==> config.mk <==
export PLATFORM = sky130hd
export DESIGN_NAME = six_pin_to_nine_segment_flat
export DESIGN_NICKNAME = d
export VERILOG_FILES = /design/src/rtl/nine_segment_pkg.sv /design/src/rtl/six_pin_to_nine_segment_if.sv /design/src/rtl/scan_phase_tracker.sv /design/src/rtl/six_pin_to_nine_segment.sv /design/src/flat_wrapper.sv
export SDC_FILE = /design/constraint.sdc
export NUM_CORES = 1
export LEC_CHECK = 0
export ABC_AREA = 1
export CAP_MARGIN = 0
export CORE_MARGIN = 1
export CORE_UTILIZATION = 60
export CTS_BUF_LIST = sky130_fd_sc_hd__clkbuf_2 sky130_fd_sc_hd__clkbuf_4 sky130_fd_sc_hd__clkbuf_8
export DETAILED_ROUTE_END_ITERATION = 6
export GPL_ROUTABILITY_DRIVEN = 0
export PLACE_DENSITY = 0.84
export SLEW_MARGIN = 20
export SYNTH_ARGS = -nofsm -noshare
export SYNTH_HDL_FRONTEND = slang
export SYNTH_SLANG_ARGS = --single-unit
==> constraint.sdc <==
create_clock -name clk -period 2.5 [get_ports clk]
set_input_delay 0.5 -clock clk [delete_from_list [all_inputs] [get_ports clk]]
set_output_delay 0.5 -clock clk [all_outputs]
set_load 0.05 [all_outputs]
==> src/rtl/nine_segment_pkg.sv <==
// rtl/nine_segment_pkg.sv - shared 3x3 nine-segment geometry, types and helpers
package nine_segment_pkg;

    localparam int NUM_ROWS     = 3;
    localparam int NUM_COLS     = 3;
    localparam int NUM_SEGMENTS = NUM_ROWS * NUM_COLS;

    typedef logic [1:0]              scan_phase_t;
    typedef logic [NUM_ROWS-1:0]     row_vec_t;
    typedef logic [NUM_COLS-1:0]     col_vec_t;
    typedef logic [NUM_SEGMENTS-1:0] frame_t;

    typedef enum logic [1:0] {
        ROW_BLANK     = 2'd0,
        ROW_ONE_HOT   = 2'd1,
        ROW_MULTI_HOT = 2'd2
    } row_class_t;

    function automatic logic [3:0] seg_index(input scan_phase_t row, input logic [1:0] col);
        return 4'(row) * 4'(NUM_COLS) + 4'(col);
    endfunction

    function automatic scan_phase_t phase_inc(input scan_phase_t p);
        return (p == 2'd2) ? 2'd0 : p + 2'd1;
    endfunction

endpackage

==> src/rtl/six_pin_to_nine_segment_if.sv <==
// rtl/six_pin_to_nine_segment_if.sv - six-pin drive in, decoded frame and status out
interface six_pin_to_nine_segment_if;
    import nine_segment_pkg::*;

    row_vec_t rows;
    col_vec_t cols;
    frame_t   segments;
    logic     frame_valid;
    logic     frame_changed;
    logic     scan_error;
    logic     locked;

    modport master (
        output rows, cols,
        input  segments, frame_valid, frame_changed, scan_error, locked
    );

    modport slave (
        input  rows, cols,
        output segments, frame_valid, frame_changed, scan_error, locked
    );

endinterface

==> src/rtl/scan_phase_tracker.sv <==
// rtl/scan_phase_tracker.sv - modulo-3 scan phase and row-drive classification
module scan_phase_tracker
    import nine_segment_pkg::*;
(
    input  logic        clk,
    input  logic        rst_n,
    input  row_vec_t    rows,
    output scan_phase_t phase,
    output logic        row_blank,
    output logic        row_match,
    output logic        realign,
    output scan_phase_t realign_row,
    output logic        error
);

    scan_phase_t phase_q;
    scan_phase_t phase_d;
    row_class_t  row_class;
    scan_phase_t hot_row;

    always_comb begin
        row_class = ROW_MULTI_HOT;
        hot_row   = 2'd0;
        case (rows)
            3'b000:  row_class = ROW_BLANK;
            3'b001:  begin row_class = ROW_ONE_HOT; hot_row = 2'd0; end
            3'b010:  begin row_class = ROW_ONE_HOT; hot_row = 2'd1; end
            3'b100:  begin row_class = ROW_ONE_HOT; hot_row = 2'd2; end
            default: row_class = ROW_MULTI_HOT;
        endcase
    end

    // A blank sample stands in for the expected row, so it always matches.
    always_comb begin
        row_blank   = (row_class == ROW_BLANK);
        row_match   = row_blank || (row_class == ROW_ONE_HOT && hot_row == phase_q);
        realign     = (row_class == ROW_ONE_HOT) && (hot_row != phase_q);
        realign_row = hot_row;
        error       = realign || (row_class == ROW_MULTI_HOT);
        phase       = phase_q;
    end

    always_comb begin
        phase_d = phase_inc(phase_q);
        if (realign) begin
            phase_d = phase_inc(hot_row);
        end
    end

    always_ff @(posedge clk or negedge rst_n) begin
        if (!rst_n) begin
            phase_q <= 2'd0;
        end else begin
            phase_q <= phase_d;
        end
    end

endmodule

==> src/rtl/six_pin_to_nine_segment.sv <==
// rtl/six_pin_to_nine_segment.sv - rebuilds 9-bit segment frames from the multiplexed six-pin scan
module six_pin_to_nine_segment
    import nine_segment_pkg::*;
#(
    parameter int INPUT_REG   = 1,
    parameter int LOCK_FRAMES = 2
) (
    input  logic                       clk,
    input  logic                       rst_n,
    six_pin_to_nine_segment_if.slave   pins
);

    localparam logic [3:0] LOCK_MAX = 4'(LOCK_FRAMES);

    row_vec_t s_rows;
    col_vec_t s_cols;

    generate
        if (INPUT_REG != 0) begin : g_in_reg
            row_vec_t rows_q;
            row_vec_t rows_d;
            col_vec_t cols_q;
            col_vec_t cols_d;

            always_comb begin
                rows_d = pins.rows;
                cols_d = pins.cols;
            end

            // Reset values read as a blank row with no lit columns.
            always_ff @(posedge clk or negedge rst_n) begin
                if (!rst_n) begin
                    rows_q <= '0;
                    cols_q <= '1;
                end else begin
                    rows_q <= rows_d;
                    cols_q <= cols_d;
                end
            end

            assign s_rows = rows_q;
            assign s_cols = cols_q;
        end else begin : g_no_reg
            assign s_rows = pins.rows;
            assign s_cols = pins.cols;
        end
    endgenerate

    scan_phase_t phase;
    scan_phase_t realign_row;
    logic        row_blank;
    logic        row_match;
    logic        realign;
    logic        error;

    scan_phase_tracker u_tracker (
        .clk         (clk),
        .rst_n       (rst_n),
        .rows        (s_rows),
        .phase       (phase),
        .row_blank   (row_blank),
        .row_match   (row_match),
        .realign     (realign),
        .realign_row (realign_row),
        .error       (error)
    );

    frame_t     row_buf_q,   row_buf_d;
    row_vec_t   seen_q,      seen_d;
    frame_t     segments_q,  segments_d;
    logic       valid_q,     valid_d;
    logic       changed_q,   changed_d;
    logic       error_q,     error_d;
    logic       locked_q,    locked_d;
    logic [3:0] lock_cnt_q,  lock_cnt_d;
    col_vec_t   row_bits;

    always_comb begin
        row_buf_d  = row_buf_q;
        seen_d     = seen_q;
        segments_d = segments_q;
        valid_d    = 1'b0;
        changed_d  = 1'b0;
        error_d    = error;
        locked_d   = locked_q;
        lock_cnt_d = lock_cnt_q;
        row_bits   = row_blank ? '0 : ~s_cols;

        if (error && !realign) begin
            seen_d     = '0;
            row_buf_d  = '0;
            lock_cnt_d = '0;
            locked_d   = 1'b0;
        end else if (realign) begin
            // Restart assembly from the row actually being driven.
            seen_d              = '0;
            seen_d[realign_row] = 1'b1;
            for (int c = 0; c < NUM_COLS; c++) begin
                row_buf_d[seg_index(realign_row, 2'(c))] = ~s_cols[c];
            end
            lock_cnt_d = '0;
            locked_d   = 1'b0;
        end else if (row_match) begin
            seen_d[phase] = 1'b1;
            for (int c = 0; c < NUM_COLS; c++) begin
                row_buf_d[seg_index(phase, 2'(c))] = row_bits[c];
            end
            if (phase == 2'd2) begin
                if (seen_d == 3'b111) begin
                    segments_d = row_buf_d;
                    valid_d    = 1'b1;
                    changed_d  = (row_buf_d != segments_q);
                    if (lock_cnt_q < LOCK_MAX) begin
                        lock_cnt_d = lock_cnt_q + 4'd1;
                    end
                    locked_d = (lock_cnt_d == LOCK_MAX);
                end
                seen_d = '0;
            end
        end
    end

    always_ff @(posedge clk or negedge rst_n) begin
        if (!rst_n) begin
            row_buf_q  <= '0;
            seen_q     <= '0;
            segments_q <= '0;
            valid_q    <= 1'b0;
            changed_q  <= 1'b0;
            error_q    <= 1'b0;
            locked_q   <= 1'b0;
            lock_cnt_q <= '0;
        end else begin
            row_buf_q  <= row_buf_d;
            seen_q     <= seen_d;
            segments_q <= segments_d;
            valid_q    <= valid_d;
            changed_q  <= changed_d;
            error_q    <= error_d;
            locked_q   <= locked_d;
            lock_cnt_q <= lock_cnt_d;
        end
    end

    assign pins.segments      = segments_q;
    assign pins.frame_valid   = valid_q;
    assign pins.frame_changed = changed_q;
    assign pins.scan_error    = error_q;
    assign pins.locked        = locked_q;

endmodule

==> src/flat_wrapper.sv <==
// flat-port wrapper written by rule: the top's interface ports become plain ports
module six_pin_to_nine_segment_flat import nine_segment_pkg::*;
#(
    parameter int INPUT_REG   = 1,
    parameter int LOCK_FRAMES = 2
)
  (clk, rst_n, pins_rows, pins_cols, pins_segments, pins_frame_valid, pins_frame_changed, pins_scan_error, pins_locked);
  six_pin_to_nine_segment_if pins_i ();
  input  logic clk;
  input  logic rst_n;
  input wire logic [$bits(pins_i.rows)-1:0] pins_rows;
  input wire logic [$bits(pins_i.cols)-1:0] pins_cols;
  output wire logic [$bits(pins_i.segments)-1:0] pins_segments;
  output wire logic [$bits(pins_i.frame_valid)-1:0] pins_frame_valid;
  output wire logic [$bits(pins_i.frame_changed)-1:0] pins_frame_changed;
  output wire logic [$bits(pins_i.scan_error)-1:0] pins_scan_error;
  output wire logic [$bits(pins_i.locked)-1:0] pins_locked;
  assign pins_i.rows = pins_rows;
  assign pins_i.cols = pins_cols;
  assign pins_segments = pins_i.segments;
  assign pins_frame_valid = pins_i.frame_valid;
  assign pins_frame_changed = pins_i.frame_changed;
  assign pins_scan_error = pins_i.scan_error;
  assign pins_locked = pins_i.locked;
  six_pin_to_nine_segment #(.INPUT_REG(INPUT_REG), .LOCK_FRAMES(LOCK_FRAMES)) u_core (.clk(clk), .rst_n(rst_n), .pins(pins_i));
endmodule
==> results.sh <==
export IMPL_htreeDepth=2
export IMPL_die_h_um=67.89
export IMPL_drive_gt1_share_pct=13.18
export IMPL_vias=2656
export IMPL_fin_hold_ws_ns=0.2849
export IMPL_synth_top_cell_by_area="dfrtp_1"
export IMPL_min_path_type="in2async"
export IMPL_ys_seq_area_share_pct=34.73
export IMPL_power_per_cell_area_mw_per_mm2=1069
export IMPL_dr_pass1_iters=5
export IMPL_outcome="completed"
export IMPL_fin_ws_ns=0.2120
export IMPL_cpMaxStageDelayCell="dfrtp_2"
export IMPL_synth_edf_count=0
export IMPL_ant_nets=0
export IMPL_fin_crit_sh_pct=91.52
export IMPL_critPathMaxStageDelay_ns=0.44
export IMPL_vias_per_cell=6.078
export IMPL_diodes=0
export IMPL_vdd_drop_max_mv=0.6329
export IMPL_path_cells="nor2_4 > inv_2 > nor2_4 > inv_1 > ha_1 > inv_2 > nand3_2 > nand2_1 > nand3_2 > nand2_4 > inv_6 > nor2_8 > inv_6 > nor2_2 > o21ai_1"
export IMPL_grt_pass1_vias=2389
export IMPL_initial_core_util_pct=63.75
export IMPL_relSlewSlack_pct=34.28
export IMPL_grt_ovfl_total=0
export IMPL_ff2ff_setup_slack_ns=0.21
export IMPL_cp_required_ns=2.68
export IMPL_synth_most_common_cell="nand2_1"
export IMPL_synth_flop_cell="dfrtp_1"
export IMPL_avgSynthCellArea_um2=7.297
export IMPL_cp_top_family="simple AND/OR/NAND/NOR gates"
export IMPL_placed_cell_area_mm2=0.002846
export IMPL_cts_root_buf="clkbuf_8"
export IMPL_critPathKind="reg2reg"
export IMPL_endpoint_kind="flop"
export IMPL_placedCellCount=424
export IMPL_synthCells=357
export IMPL_path_max_fanout=16
export IMPL_antenna_found_initial=0
export IMPL_yosys_cell_types_count=39
export IMPL_rows=23
export IMPL_cp_num_buf_inv=5
export IMPL_final_cell_count_no_fill=437
export IMPL_synthArstFlopShare_pct=100.0
export IMPL_core_mm2=0.004086
export IMPL_yosysWarnings=0
export IMPL_final_area_mm2=0.002994
export IMPL_cp_start_kind="flop"
export IMPL_period_minus_slack_ns=2.288
export IMPL_timing_fmax_ghz=0.4371
export IMPL_area_growth_pct=14.94
export IMPL_fin_nets=409
export IMPL_synth_nets=380
export IMPL_yosysTopAreaCellShare_pct=31.70
export IMPL_dp_worst_setup_slack_ns=0.1180
export IMPL_synthTopCellsByCount="nand2_1 (105), nand3_1 (51), dfrtp_1 (33), inv_1 (33), o21ai_0 (22)"
export IMPL_grt_first_pass_wirelength_um=10900
export IMPL_clk_latency_ns=0.30
export IMPL_tns_ns=0
export IMPL_hold_viol=0
export IMPL_slew_viol_final=0
export IMPL_cts_buffer_depth=2
export IMPL_p_total_mw=3.201
export IMPL_cts_tree="yes"
export IMPL_portBuffers=20
export IMPL_tightest_slew_ns=0.9822
export IMPL_synth_area_leaders="dfrtp_1 (32%), nand2_1 (15%), nand3_1 (9.8%), ha_1 (7.2%), inv_1 (4.8%)"
export IMPL_setup_viol=0
export IMPL_cp_arrival_ns=2.47
export IMPL_cap_violations=0
export IMPL_finalClockSkew_ns=0.007338
export IMPL_final_util_pct=73.27
export IMPL_clkTransAtPathRegs_ns=0.07
export IMPL_track_usage_pct=32.41
export IMPL_grt_max_degree=37
export IMPL_synth_area_mm2=0.002605
export IMPL_drtIter0Drc=359
export IMPL_ys_ff_latch=36
export IMPL_drc_errors=0
export IMPL_clock_sinks=36
export IMPL_drt_wl_total_um=6835
export IMPL_die_area_mm2=0.004609
export IMPL_io_pins=21
export IMPL_cts_made_buffers=5
export IMPL_post_dp_hpwl_um=4730
export IMPL_leakagePower_nw=1.477
export IMPL_fp_dieW_um=67.89
export IMPL_rsz0062_at_grt="no"
export IMPL_wire_per_inst_um=15.64
[timing repair]
item                                    CTS  global route
endpoints found under the setup margin    0            16
hold buffers                              0             0
gates resized for setup                   0             3
setup buffers                             0             2
[cells by family (layout without fill, tap and decap cells)]
family,after synthesis,in the layout,share of synthesized area (%)
and+or+nand+nor,191,194,33.86
AOI/OAI and AO/OA,61,61,13.64
buffers and inverters,51,78,9.270
DFF,36,36,34.73
adders and majority gates,15,15,7.205
xor gates and xnor gates,3,3,1.297
[sequential cells by signal (all words and copies together) (netlist names)]
register                   cells
u_core.g_in_reg.cols_q         3
u_core.g_in_reg.rows_q         3
u_core.lock_cnt_q              4
u_core.pins.frame_changed      1
u_core.pins.frame_valid        1
u_core.pins.locked             1
u_core.pins.scan_error         1
u_core.pins.segments           9
u_core.row_buf_q               9
u_core.seen_q                  2
u_core.u_tracker.phase         2
[report_power, final]
part	switching [mW]	leakage [nW]	internal, mW
Clock	0.215	0.0523	0.247
Combinational	1.24	0.965	0.623
Sequential	0.130	0.459	0.746
[layout make-up]
| class | count | area [um2] |
|---|---|---|
| Clock buffer | 8 | 97.59 |
| Fill cell | 330 | 1092 |
| Inverter | 40 | 165.2 |
| Multi-Input combinational cell | 273 | 1493 |
| Sequential cell | 36 | 905.9 |
| Tap cell | 50 | 62.56 |
| Timing Repair Buffer | 30 | 270.3 |
[worst paths after layout]
check	from	endpoint	depth (start not counted)
setup / recovery	u_core.g_in_reg.rows_q[1]$_DFF_PN0_	u_core.pins.segments[1]$_DFFE_PN0P_	15
hold / removal	rst_n	u_core.row_buf_q[2]$_DFFE_PN0P_	1
setup reg to reg	u_core.g_in_reg.rows_q[1]$_DFF_PN0_	u_core.pins.segments[1]$_DFFE_PN0P_	15
hold reg to reg	u_core.lock_cnt_q[2]$_DFFE_PN0P_	u_core.lock_cnt_q[2]$_DFFE_PN0P_	2
max in group asynchronous	rst_n	u_core.g_in_reg.rows_q[1]$_DFF_PN0_	1
min in group clk	u_core.lock_cnt_q[2]$_DFFE_PN0P_	u_core.lock_cnt_q[2]$_DFFE_PN0P_	2
[cell usage in the layout, fill, tap and decap left out, types with 2 or more instances in the layout]
master,instances
inv_6,3
clkbuf_8,6
nand3_2,3
inv_2,4
o21ai_0,22
o21ai_2,5
nand3_1,50
nand4_1,2
dfrtp_1,32
nor3_1,2
a21oi_1,15
inv_1,32
buf_4,10
o21ai_1,8
o211ai_1,4
nand3b_1,2
clkdlybuf4s50_1,19
nor2_1,19
ha_1,15
nor2_8,2
nand2_1,105
dfstp_2,3
xor2_1,2
clkbuf_4,2
nor2_4,4
[layer usage]
layer,global-route usage [%],share of wire (%)
met4,17.71,3.9
met5,0,0
met1,41.80,42
met2,50.62,45
met3,6.667,8.8
(Power assumes the default switching activity.)
==> variant 1 (same flow settings) <==
Reset style: synchronous (`rst_n`), changed in 3 clocked blocks.
--- a/src/rtl/scan_phase_tracker.sv
+++ b/src/rtl/scan_phase_tracker.sv
@@ -47,7 +47,7 @@
         end
     end
 
-    always_ff @(posedge clk or negedge rst_n) begin
+    always_ff @(posedge clk) begin
         if (!rst_n) begin
             phase_q <= 2'd0;
         end else begin
--- a/src/rtl/six_pin_to_nine_segment.sv
+++ b/src/rtl/six_pin_to_nine_segment.sv
@@ -28,7 +28,7 @@
             end
 
             // Reset values read as a blank row with no lit columns.
-            always_ff @(posedge clk or negedge rst_n) begin
+            always_ff @(posedge clk) begin
                 if (!rst_n) begin
                     rows_q <= '0;
                     cols_q <= '1;
@@ -120,7 +120,7 @@
         end
     end
 
-    always_ff @(posedge clk or negedge rst_n) begin
+    always_ff @(posedge clk) begin
         if (!rst_n) begin
             row_buf_q  <= '0;
             seen_q     <= '0;
Formal check against the unedited RTL: differs if rst_n is asserted again (counterexample within 4 cycles, from zero or initial values and one cycle with rst_n low); with rst_n held inactive, the same outputs for 10 cycles.
==> variant 1 against the unedited design <==
Setup slack improved by 0.17 ns; utilization down 2.5 points; largest cell class unchanged; sequential cell count increased by 1; die area shrank 12%; cell area down 13%; synthesized area is 12% lower; routed wire length decreased by 23%; sequential share of layout area shrank 1.7 points.
Power is not compared: it rests on default switching activity, and its combinational part moved more than twofold at a synthesized area within 25%.
==> variant 1: results <==
metrics = {
    "logic_synthesis": {
        "synthArstFlopShare_pct": 0,
        "synthTopCellsByCount": "91 x sky130_fd_sc_hd__nand2_1, 62 x sky130_fd_sc_hd__inv_1, 37 x sky130_fd_sc_hd__dfxtp_1, 32 x sky130_fd_sc_hd__nand3_1, 25 x sky130_fd_sc_hd__a21oi_1",
        "synth-warning-count": 0,
        "netlist_instances": 351,
        "synth.area.top_cells": "sky130_fd_sc_hd__dfxtp_1 32%, sky130_fd_sc_hd__nand2_1 15%, sky130_fd_sc_hd__inv_1 10%",
        "seq_area_frac_synth_pct": 32.3,
        "synth.net_count": 368,
        "ys_types": 31,
    },
    "timing": {
        "final.hold.worst_slack_ns": 0.467,
        "timing.slew.headroom_pct": 67.1,
        "clock_skew_ns": 0.00302,
    },
    "setup_path": {
        "path_max_fanout": 17,
        "r2r.worst_path.cells": 9,
        "setup.reg_to_reg.worst_slack_ns": 0.38,
        "cp_slowest_stage_delay_ns": 0.48,
        "worst_path_dominant_cell_family": "simple AND/OR/NAND/NOR gates",
        "timing.critical_path.slowest_stage_cell": "sky130_fd_sc_hd__dfxtp_1",
        "cp_data_arrival_time_ns": 2.31,
    },
    "route": {
        "num_vias": 2216,
        "detailedRoute.firstIterationViolations": 197,
        "wirelength_mm": 5.29,
        "avgRoutedWirePerCell_microns": 12.6,
        "drt_first_pass_iters": 4,
    },
    "global_routing": {
        "globalRouteTotalUtil_pct": 29.1,
        "grt_pass1_vias": 2063,
        "pin_count_of_the_biggest_net_entering_global_routing": 18,
        "grt_pass1_wl_mm": 9.09,
    },
    "place": {
        "detailedPlacementHpwl_mm": 4.04,
        "placement.cell_area_sq_um": 2510,
        "dp.cells": 412,
        "io_buffer_count": 20,
    },
    "clocking": {
        "clk_pin_slew_worst_paths_ns": 0.07,
        "cts-root-buf": "sky130_fd_sc_hd__clkbuf_8",
        "post_cts_gate_resize_count": 0,
    },
    "cells_and_area": {
        "net_total_in_the_final_layout": 388,
        "post_route_cells_drive_above_1_share_pct": 9.95,
        "fillCellCount": 332,
    },
    "outcome": {
        "run_status": "completed",
    },
    "hold_path": {
        "path_class_of_the_lowest_slack_min_delay_path": "reg -> reg",
    },
}
==> variant 1: power by group through the flow <==
stage / logic [uW] / registers [uW] / clock network [uW]
floorplan: 461 / 674 / 0
CTS: 599 / 657 / 418
finish: 609 / 658 / 414
detailed placement: 597 / 670 / 0
global route: 688 / 663 / 448
global placement: 587 / 669 / 0
==> variant 1: worst paths after layout <==
kind | from | end
worst max-delay path | u_core.u_tracker.phase[1] | u_core.pins.locked
worst min-delay path | u_core.lock_cnt_q[3] | u_core.lock_cnt_q[3]
worst max register to register | u_core.u_tracker.phase[1] | u_core.pins.locked
worst min register to register | u_core.lock_cnt_q[3] | u_core.lock_cnt_q[3]
==> variant 1: cell type report <==
class / count / area [sq um] / share of cell area (%)
Inverter: 68 / 258 / 9.94
Multi-Input combinational cell: 238 / 1240 / 47.8
Sequential cell: 37 / 741 / 28.6
Clock inverter: 3 / 17.5 / 0.676
Tap cell: 48 / 60.1 / 2.32
Clock buffer: 5 / 68.8 / 2.65
Timing Repair Buffer: 21 / 208 / 8.01
==> variant 1: kinds of logic (layout without fill, tap and decap cells) <==
kind of cell	Yosys count	count (layout)	synth area share, %
compound gates	60	60	15.0
xor+xnor	3	3	1.15
fa+ha+maj	9	9	4.92
buf+inv	76	97	13.5
flops	37	37	32.3
mux	1	1	0.437
simple gates	165	165	32.7
==> variant 1: metrics by stage <==
step | setup slack [ns] | power, uW
after detailed placement | 0.454 | 1270
after CTS | 0.439 | 1670
after global routing | 0.194 | 1800
after global placement | 0.496 | 1260
after floorplan | 0.704 | 1140
final | 0.382 | 1680
==> variant 1: worst register-to-register path: stages (launching register included) <==
cell and delay (ns):
sky130_fd_sc_hd__dfxtp_1 0.48, sky130_fd_sc_hd__inv_1 0.15, sky130_fd_sc_hd__ha_1 0.34, sky130_fd_sc_hd__or2_2 0.34, sky130_fd_sc_hd__o211ai_1 0.09, sky130_fd_sc_hd__nor2_1 0.13, sky130_fd_sc_hd__nand2_8 0.17, sky130_fd_sc_hd__inv_2 0.10
sky130_fd_sc_hd__o21ai_0 0.15, sky130_fd_sc_hd__nor2_1 0.05
==> variant 1: metal layers <==
| layer | part of all wire [%] | GRT usage, % | wire [microns] | up-vias |
|---|---|---|---|---|
| met5 | 0 | 0 | 0 | - |
| met4 | 2.6 | 12.2 | 135 | 0 |
| met3 | 6.3 | 6.61 | 335 | 14 |
| met2 | 45 | 46.9 | 2400 | 70 |
| met1 | 46 | 37.1 | 2420 | 996 |
| li1 | - | - | - | 1136 |
==> variant 2 (same flow settings) <==
Made on the original files. Set the package constant `NUM_ROWS` to 6 (it was 3).
--- a/src/rtl/nine_segment_pkg.sv
+++ b/src/rtl/nine_segment_pkg.sv
@@ -1,7 +1,7 @@
 // rtl/nine_segment_pkg.sv - shared 3x3 nine-segment geometry, types and helpers
 package nine_segment_pkg;
 
-    localparam int NUM_ROWS     = 3;
+    localparam int NUM_ROWS     = 6;
     localparam int NUM_COLS     = 3;
     localparam int NUM_SEGMENTS = NUM_ROWS * NUM_COLS;
 
Interface: changed (resized pins_rows and pins_segments); port bits go from 21 to 33. The function was not compared with the original's and may differ.
==> variant 2 against the unedited design <==
The flow now finishes with violations (design-rule violations); sequential share of layout area fell by 1.4 points; highest routed layer unchanged; cell area rose by 57%; total power rose by 5.3%; sequential cell count rose by 18; synthesized area rose by 57%; routed wire length rose by 75%; setup slack got worse by 0.082 ns; non-clock buffer count rose by 21; critical endpoint is now u_core.pins.frame_changed; sequential power rose by 15%; critical path type unchanged; via count rose by 70%; clock skew rose by 0.0086 ns; largest cell class unchanged.
==> variant 2: results <==
metrics = {
    "place": {
        "placement.cell_area_sq_um": 4510,
    },
    "setup_path": {
        "path_max_fanout": 6,
        "startpoint": "u_core.u_tracker.phase[1]",
        "setup.reg_to_reg.worst_slack_ns": 0.13,
        "cp_data_arrival_time_ns": 2.58,
    },
    "cells_and_area": {
        "net_total_in_the_final_layout": 683,
        "seqCellArea_sq_um": 1360,
        "inverters_excl_clock": 78,
        "n_all_buffers": 51,
        "buffer_area_share_pct": 9.89,
        "fillCellCount": 514,
    },
    "route": {
        "detailedRoute.firstIterationViolations": 663,
        "drcViolationCount": 2,
    },
    "outcome": {
        "run_status": "finished, violations left",
        "failed_checks": "design-rule violations",
    },
    "timing": {
        "timing.slew.headroom_pct": 53.9,
    },
    "global_routing": {
        "grt_pass1_vias": 4185,
        "globalRouteTotalUtil_pct": 34.5,
        "grt_pass1_wl_mm": 19.5,
    },
    "clocking": {
        "clk_latency_ns": 0.32,
        "clk_pin_slew_worst_paths_ns": 0.11,
    },
    "power": {
        "leakage_uw": 0.00234,
        "irDropWorstVdd_mv": 0.420,
    },
    "logic_synthesis": {
        "postSynthAreaPerCell_sq_um": 6.60,
        "ys_types": 41,
    },
}
-- variant 2: worst min-delay path by stage --
stage                               from                         to  slack, ns  cells past startpoint
floorplan                          rst_n  u_core.g_in_reg.rows_q[0]       0.20                      0
global placement    u_core.lock_cnt_q[2]       u_core.lock_cnt_q[2]       0.48                      1
detailed placement   u_core.row_buf_q[6]        u_core.row_buf_q[6]       0.49                      1
CTS                                rst_n    u_core.pins.segments[1]       0.33                      2
global route                       rst_n    u_core.pins.segments[7]       0.37                      2
finish                             rst_n        u_core.row_buf_q[1]       0.29                      2
-- variant 2: power by group through the flow --
stage	Combinational, uW	Sequential (uW)	Clock [uW]
6_report	1740	1010	618
3_5_place_dp	1570	1020	0
3_3_place_gp	1530	1020	0
5_1_grt	1920	1010	653
2_1_floorplan	1070	1070	0
4_1_cts	1580	1010	622
-- variant 2: metrics by stage --
| step | setup slack, ns | setup TNS (ns) | hold slack, ns |
|---|---|---|---|
| floorplan | 0.332 | 0 | 0.204 |
| global placement | -0.0192 | -0.0192 | 0.478 |
| detailed placement | -0.0123 | -0.0123 | 0.487 |
| CTS | 0.0650 | 0 | 0.330 |
| global route | -0.0683 | -0.0738 | 0.370 |
| finish | 0.130 | 0 | 0.288 |
-- variant 2: worst reg2reg max path, stage by stage, from the launching register on --
cell and delay, ns:
sky130_fd_sc_hd__dfrtp_2 0.49, sky130_fd_sc_hd__ha_1 0.28, sky130_fd_sc_hd__ha_1 0.34, sky130_fd_sc_hd__inv_1 0.09, sky130_fd_sc_hd__nor3_2 0.29, sky130_fd_sc_hd__a21oi_1 0.07, sky130_fd_sc_hd__nand2_1 0.09, sky130_fd_sc_hd__nand2_1 0.10
sky130_fd_sc_hd__nand2_1 0.07, sky130_fd_sc_hd__nand2_1 0.04, sky130_fd_sc_hd__nor2_1 0.11, sky130_fd_sc_hd__nand2_1 0.09, sky130_fd_sc_hd__nor2_2 0.12, sky130_fd_sc_hd__a21oi_1 0.08
-- variant 2: kinds of logic after synthesis --
family / count (synthesis) / synth area share (%)
AOI/OAI and AO/OA: 116 / 15.9
xor gates and xnor gates: 3 / 0.643
adders and majority gates: 18 / 5.51
buffers and inverters: 103 / 10.3
DFF: 54 / 33.1
other: 1 / 0.0917
and+or+nand+nor: 325 / 34.5
-- variant 2: timing repair --
item	4_1_cts	5_1_grt
endpoints found under the setup margin	1	28
resized for setup	2	21
setup buffers	0	3
hold endpoints to repair	0	0
pin swaps	0	2
-- variant 2: per-layer routing --
metal / GRT usage, % / part of all wire [%] / vias up
met1: 44.1 / 39 / 2046
met3: 5.31 / 9.8 / 84
met2: 55.6 / 45 / 322
met4: 20.3 / 6.3 / 0
li1: - / - / 2070
met5: 0 / 0 / -
